## src/rtl/s2p_pkg.sv

```systemverilog
// Shared types and helpers for the serial-to-parallel capture sequencer.
// Build option S2P_PARITY_EN (used by s2p_frame_ctrl) adds a trailing even-parity bit per word.
package s2p_pkg;

   typedef enum logic [1:0] {
      IDLE   = 2'd0,
      SHIFT  = 2'd1,
      PARITY = 2'd2
   } s2p_state_t;

   localparam int S2P_WORD_W    = 32;
   // Widest word the parity helper can cover; callers zero-extend into it.
   localparam int S2P_PAR_MAX_W = 64;

   function automatic logic even_parity(input logic [S2P_PAR_MAX_W-1:0] v);
      return ^v;
   endfunction

endpackage

```

## src/rtl/s2p_shifter.sv

```systemverilog
// WORD_W-bit serial shift register. data_next is the value loaded on the coming edge,
// so the controller can capture a word on the same edge that samples its last bit.
module s2p_shifter #(
   parameter int WORD_W    = 32,
   parameter bit MSB_FIRST = 1'b1
) (
   input  logic              clk,
   input  logic              reset,
   input  logic              shift_en,
   input  logic              clear,
   input  logic              bit_in,
   output logic [WORD_W-1:0] data_next
);

   logic [WORD_W-1:0] data_q;
   logic [WORD_W-1:0] base;

   // clear together with shift_en loads bit_in into an otherwise empty register
   always_comb begin
      base      = clear ? '0 : data_q;
      data_next = base;
      if (shift_en) begin
         if (MSB_FIRST) data_next = {base[WORD_W-2:0], bit_in};
         else           data_next = {bit_in, base[WORD_W-1:1]};
      end
   end

   always_ff @(posedge clk or posedge reset) begin
      if (reset) data_q <= '0;
      else       data_q <= data_next;
   end

endmodule

```

## src/rtl/s2p_frame_ctrl.sv

```systemverilog
// Serial-to-parallel frame sequencer: word alignment, bit counting, holding register with
// valid/ready handshake and sticky fault flags. Define S2P_PARITY_EN for a per-word even-parity bit.
module s2p_frame_ctrl
   import s2p_pkg::*;
#(
   parameter int WORD_W    = S2P_WORD_W,
   parameter bit MSB_FIRST = 1'b1,
   localparam int CNT_W    = $clog2(WORD_W+1)
) (
   input  logic              clk,
   input  logic              reset,
   input  logic              enable,
   input  logic              serial_in,
   input  logic              serial_valid,
   input  logic              frame_start,
   output logic [WORD_W-1:0] word_out,
   output logic              word_valid,
   input  logic              word_ready,
   output logic [CNT_W-1:0]  bit_count,
   output logic              busy,
   output logic              overrun,
   output logic              align_err,
   output logic              parity_err,
   input  logic              clear_err
);

   s2p_state_t        state_q, state_d;
   logic [CNT_W-1:0]  cnt_q, cnt_d;
   logic [WORD_W-1:0] word_q, done_word, sh_next;
   logic              valid_q, ovr_q, aln_q;
   logic              sh_en, sh_clr, set_align, word_done;
`ifdef S2P_PARITY_EN
   logic                     par_bit, set_par, par_q;
   logic [S2P_PAR_MAX_W-1:0] par_ext;
`else
   logic                     last_bit;
`endif

   s2p_shifter #(.WORD_W(WORD_W), .MSB_FIRST(MSB_FIRST)) u_shifter (
      .clk       (clk),
      .reset     (reset),
      .shift_en  (sh_en),
      .clear     (sh_clr),
      .bit_in    (serial_in),
      .data_next (sh_next)
   );

   always_ff @(posedge clk or posedge reset) begin
      if (reset) begin
         state_q <= IDLE;
         cnt_q   <= '0;
      end else begin
         state_q <= state_d;
         cnt_q   <= cnt_d;
      end
   end

   // Next state, bit counter and shifter control. Completion is only strobed here so the
   // word/parity decision below can read sh_next without a combinational loop.
   always_comb begin
      state_d   = state_q;
      cnt_d     = cnt_q;
      sh_en     = 1'b0;
      sh_clr    = 1'b0;
      set_align = 1'b0;
`ifdef S2P_PARITY_EN
      par_bit   = 1'b0;
`else
      last_bit  = 1'b0;
`endif
      if (!enable) begin
         state_d = IDLE;
         cnt_d   = '0;
         sh_clr  = 1'b1;
      end else if (serial_valid) begin
         case (state_q)
            IDLE: begin
               if (frame_start) begin
                  sh_clr  = 1'b1;
                  sh_en   = 1'b1;
                  cnt_d   = CNT_W'(1);
                  state_d = SHIFT;
               end
            end
            SHIFT: begin
               sh_en = 1'b1;
               if (frame_start && cnt_q != '0) begin
                  sh_clr    = 1'b1;
                  set_align = 1'b1;
                  cnt_d     = CNT_W'(1);
               end else if (cnt_q == CNT_W'(WORD_W-1)) begin
                  cnt_d = '0;
`ifdef S2P_PARITY_EN
                  state_d = PARITY;
`else
                  last_bit = 1'b1;
`endif
               end else begin
                  cnt_d = cnt_q + CNT_W'(1);
               end
            end
`ifdef S2P_PARITY_EN
            PARITY: begin
               state_d = SHIFT;
               if (frame_start) begin
                  sh_clr    = 1'b1;
                  sh_en     = 1'b1;
                  set_align = 1'b1;
                  cnt_d     = CNT_W'(1);
               end else begin
                  par_bit = 1'b1;
               end
            end
`endif
            default: state_d = IDLE;
         endcase
      end
   end

`ifdef S2P_PARITY_EN
   // Shifter holds the data bits during PARITY, so sh_next is the finished word there.
   always_comb begin
      par_ext               = '0;
      par_ext[WORD_W-1:0]   = sh_next;
   end

   always_comb begin
      word_done = 1'b0;
      set_par   = 1'b0;
      done_word = sh_next;
      if (par_bit) begin
         if (even_parity(par_ext) == serial_in) word_done = 1'b1;
         else                                    set_par   = 1'b1;
      end
   end
`else
   always_comb begin
      word_done = last_bit;
      done_word = sh_next;
   end
`endif

   always_ff @(posedge clk or posedge reset) begin
      if (reset) begin
         word_q  <= '0;
         valid_q <= 1'b0;
         ovr_q   <= 1'b0;
         aln_q   <= 1'b0;
      end else begin
         if (word_done && (!valid_q || word_ready)) begin
            word_q  <= done_word;
            valid_q <= 1'b1;
         end else if (valid_q && word_ready) begin
            valid_q <= 1'b0;
         end
         ovr_q <= (word_done && valid_q && !word_ready) | (ovr_q & ~clear_err);
         aln_q <= set_align | (aln_q & ~clear_err);
      end
   end

`ifdef S2P_PARITY_EN
   always_ff @(posedge clk or posedge reset) begin
      if (reset) par_q <= 1'b0;
      else       par_q <= set_par | (par_q & ~clear_err);
   end
   assign parity_err = par_q;
`else
   assign parity_err = 1'b0;
`endif

   assign word_out   = word_q;
   assign word_valid = valid_q;
   assign bit_count  = cnt_q;
   assign busy       = (state_q != IDLE);
   assign overrun    = ovr_q;
   assign align_err  = aln_q;

endmodule

```

## config.mk

```make
export PLATFORM = sky130hd
export DESIGN_NAME = s2p_frame_ctrl
export DESIGN_NICKNAME = d
export VERILOG_FILES = /design/src/rtl/s2p_pkg.sv /design/src/rtl/s2p_shifter.sv /design/src/rtl/s2p_frame_ctrl.sv
export SDC_FILE = /design/constraint.sdc
export NUM_CORES = 1
export LEC_CHECK = 0
export ABC_AREA = 1
export BUFFER_PORTS_ARGS = -buffer_cell sky130_fd_sc_hd__clkbuf_2
export CAP_MARGIN = 20
export CELL_PAD_IN_SITES_DETAIL_PLACEMENT = 1
export CELL_PAD_IN_SITES_GLOBAL_PLACEMENT = 2
export CORE_ASPECT_RATIO = 1.4
export CORE_UTILIZATION = 34
export CTS_CLUSTER_SIZE = 14
export DETAILED_ROUTE_END_ITERATION = 7
export PLACE_DENSITY = 0.8
export SLEW_MARGIN = 5
export SYNTH_ARGS = -nofsm -noshare
export SYNTH_HDL_FRONTEND = slang
export SYNTH_SLANG_ARGS = --single-unit
export TNS_END_PERCENT = 20
```

## constraint.sdc

```tcl
create_clock -name clk -period 2.31 [get_ports clk]
set_input_delay 0.1155 -clock clk [delete_from_list [all_inputs] [get_ports clk]]
set_output_delay 0.1155 -clock clk [all_outputs]
set_load 0.02 [all_outputs]
```

==> run summary <==
Final TNS setup = 0 ns
Clock transition at the registers of the reported paths = 0.06 ns
Synth area leaders = dfrtp_1 (58%), nand2_1 (16%), nand3_1 (5.3%)
DRT antenna net count = 0
RR Startpoint = bit_count[0]$_DFFE_PP0P_
Drt initial violations = 98
Root buffer cell = clkbuf_16
GRT Resource Usage Total = 16.6%
Core Region = 9080 um2
Fin crit share = 80.1%
Leakage = 2.11 nW
Setup repair bufs after CTS = 0
DIE AREA = 9780 um2
Syn-to-layout area delta = 20.4%
Crit-path cells = ha_1 -> nand3_2 -> nor2_2 -> nand2_2 -> nor2_4 -> nand2_4 -> nor2_8 -> buf_4 -> nand2_1 -> nand2_1
Sinks on Clock Net = 74
Failing checks = DRC
Largest net degree at the start of global routing = 75
R2r setup slk = 0.46 ns
Area leader, netlist = dfrtp_1
Share of layout cells above drive strength 1 = 20.6%
Critical Path Max Stage Delay = 0.39 ns
Cells after DPL = 491
CP Launch Type = flip-flop
Gate power share = 4.8%
RSZ-0062 raised after global routing = no
Detailed-route DRC error count = 7
Pre-antenna DRT Iters = 6
Flop pwr share = 43.6%
Final hold slack = 0.0675 ns
CP delay by family, top = simple AND/OR/NAND/NOR gates
CTS tree = yes
Max-slew violations = 0
GPL Wtd Cong = 0.757
Commonest non-fill, non-tap cells in the layout = nand2_1 (140), dfrtp_1 (74), clkbuf_2 (49)
Mean post-synth cell area = 9.14 um2
Arrival @ worst endpoint = 2.13 ns
Mapped cell area = 3190 um2
Input/output buffers = 49
Crit. End Element = flip-flop
Remaining global-route overflow = 0
Critical Path End = word_out[5]$_DFFE_PP0P_
Min-delay src = serial_in
Crit-path most repeated cell = nand2_1
Clk_lat worst skew = 0.33 ns
Final Skew = 0.00493 ns
Width of the die = 83.9 um
Fin crit period = 1.85 ns
R2R cell count = 10
Max Clk Rate = 540 MHz
CP max stage cell = dfrtp_1
Cell count along the critical path = 10
WP data required = 2.58 ns
Clock Path Buffers = 2
Most common cell after layout, fill and taps aside = nand2_1
Sw Ratio = 21.9%
Final Total Pwr = 2.99 mW
Initial Utilization = 35.1%
Synth top area share = 58.1%
Detail-routed via count per cell = 4.94
Clock network power share = 51.6%
Fin nets = 407
Worst-path maximum fanout = 31
Status = finished with violations
Hold WC Path Type = primary input to flip-flop
Distinct cells, synth = 32
# diodes = 0
WS Path Type = flip-flop to flip-flop
Switching power = 0.657 mW
Max-cap viol count = 0
DPL Wire Length = 4670 um
Pint = 2.34 mW
Deepest level of the CTS H-tree = 3
Setup crit start = bit_count[0]$_DFFE_PP0P_
First-pass GRT wire length = 12700 um
Max VDD drop = 0.000355 V
Vias = 2515
Number of global-route vias before repair = 2585
Final core utilization = 42.3%
WL per Instance = 14.7 um
Clock buffer count from CTS = 9
Die H = 117 um
Non-Filler Instances = 509
Io pins = 51
RR Endpoint = word_out[5]$_DFFE_PP0P_
Core Rows = 41
Setup Viol. Count Final = 0
PD cells = 780 nW/um2
DRT Wirelength = 7460 um
Register bit total from synthesis = 74
Post-synthesis sequential area ratio = 58.1%
Final Hold Fails = 0
Mapped Nets = 359
Mapped Cells = 349
Yosys warns = 0
Initial antenna violation count = 0
Buffers and inverters on the worst path = 1
## timing repair
action / 4_1_cts / 5_1_grt
hold buffers: 2 / 0
gates resized for setup: 0 / 0
hold endpoints to repair: 76 / 0
## sequential cells by signal, summed over array words and instances (netlist names)
name,cells
align_err,1
overrun,1
state_q,1
word_valid,1
word_out,32
bit_count,6
u_shifter.data_q,32
## worst min path at each step
stage	endpoint	slack, ns	depth (start not counted)
after floorplan	align_err$_DFF_PP0_	0.21	1
after global placement	word_valid$_DFFE_PP0P_	0.22	3
after detailed placement	word_valid$_DFFE_PP0P_	0.23	3
after CTS	u_shifter.data_q[0]$_DFF_PP0_	0.06	2
after global routing	u_shifter.data_q[0]$_DFF_PP0_	0.09	2
final	u_shifter.data_q[0]$_DFF_PP0_	0.07	2
## through the flow
stage,instance area [um2],setup slack [ns]
finish,3840,0.459
global route,3840,0.272
CTS,3840,0.424
detailed placement,3490,0.458
global placement,3490,0.499
floorplan,3190,0.313
## logic make-up after synthesis
| logic type | count (synthesis) | share of synthesized area, % |
|---|---|---|
| AND/OR/NAND/NOR | 216 | 30.5 |
| flip-flops | 74 | 58.1 |
| buffers and inverters | 37 | 6.47 |
| AO/OA/AOI/OAI | 16 | 3.26 |
| XOR/XNOR | 3 | 0.824 |
| adder cells (fa/ha/maj) | 2 | 0.784 |
| other | 1 | 0.118 |
## synthesized netlist by cell type (all sizes together)
master,n
xnor2,1
conb,1
nand4,27
o21ai,9
nor3,1
dfrtp,74
inv,15
nand2,143
ha,2
xor2,2
o22ai,4
and2,1
a21oi,2
clkbuf,2
nor2,9
a22o,1
buf,19
clkinv,1
nand3,35
## layout make-up
| type | instances | area [um2] |
|---|---|---|
| well taps | 107 | 134 |
| clock inverters | 4 | 73.8 |
| multi-input cells | 238 | 1130 |
| inverters | 16 | 62.6 |
| flip-flops and latches | 74 | 1850 |
| repair buffers | 58 | 330 |
| fillers | 1075 | 5240 |
| clock buffers | 12 | 256 |
## layer usage
layer  track usage, %  wire (um)  vias to the layer above  part of all wire, %
li1                 -          -                     1231                    -
met1             20.1       3400                     1236                   46
met2             29.0       3710                       35                   50
met3             2.19        182                       13                  2.4
met4             8.97        171                        0                  2.3
met5                0          0                        -                    0
## power groups by stage
| stage | Clock, mW | Combinational [mW] | Sequential (mW) |
|---|---|---|---|
| floorplan | 0 | 0.0935 | 1.33 |
| global placement | 0 | 0.142 | 1.33 |
| detailed placement | 0 | 0.143 | 1.33 |
| CTS | 1.58 | 0.147 | 1.31 |
| global route | 1.62 | 0.161 | 1.31 |
| finish | 1.54 | 0.143 | 1.31 |
Power figures use the tool's default switching activity.
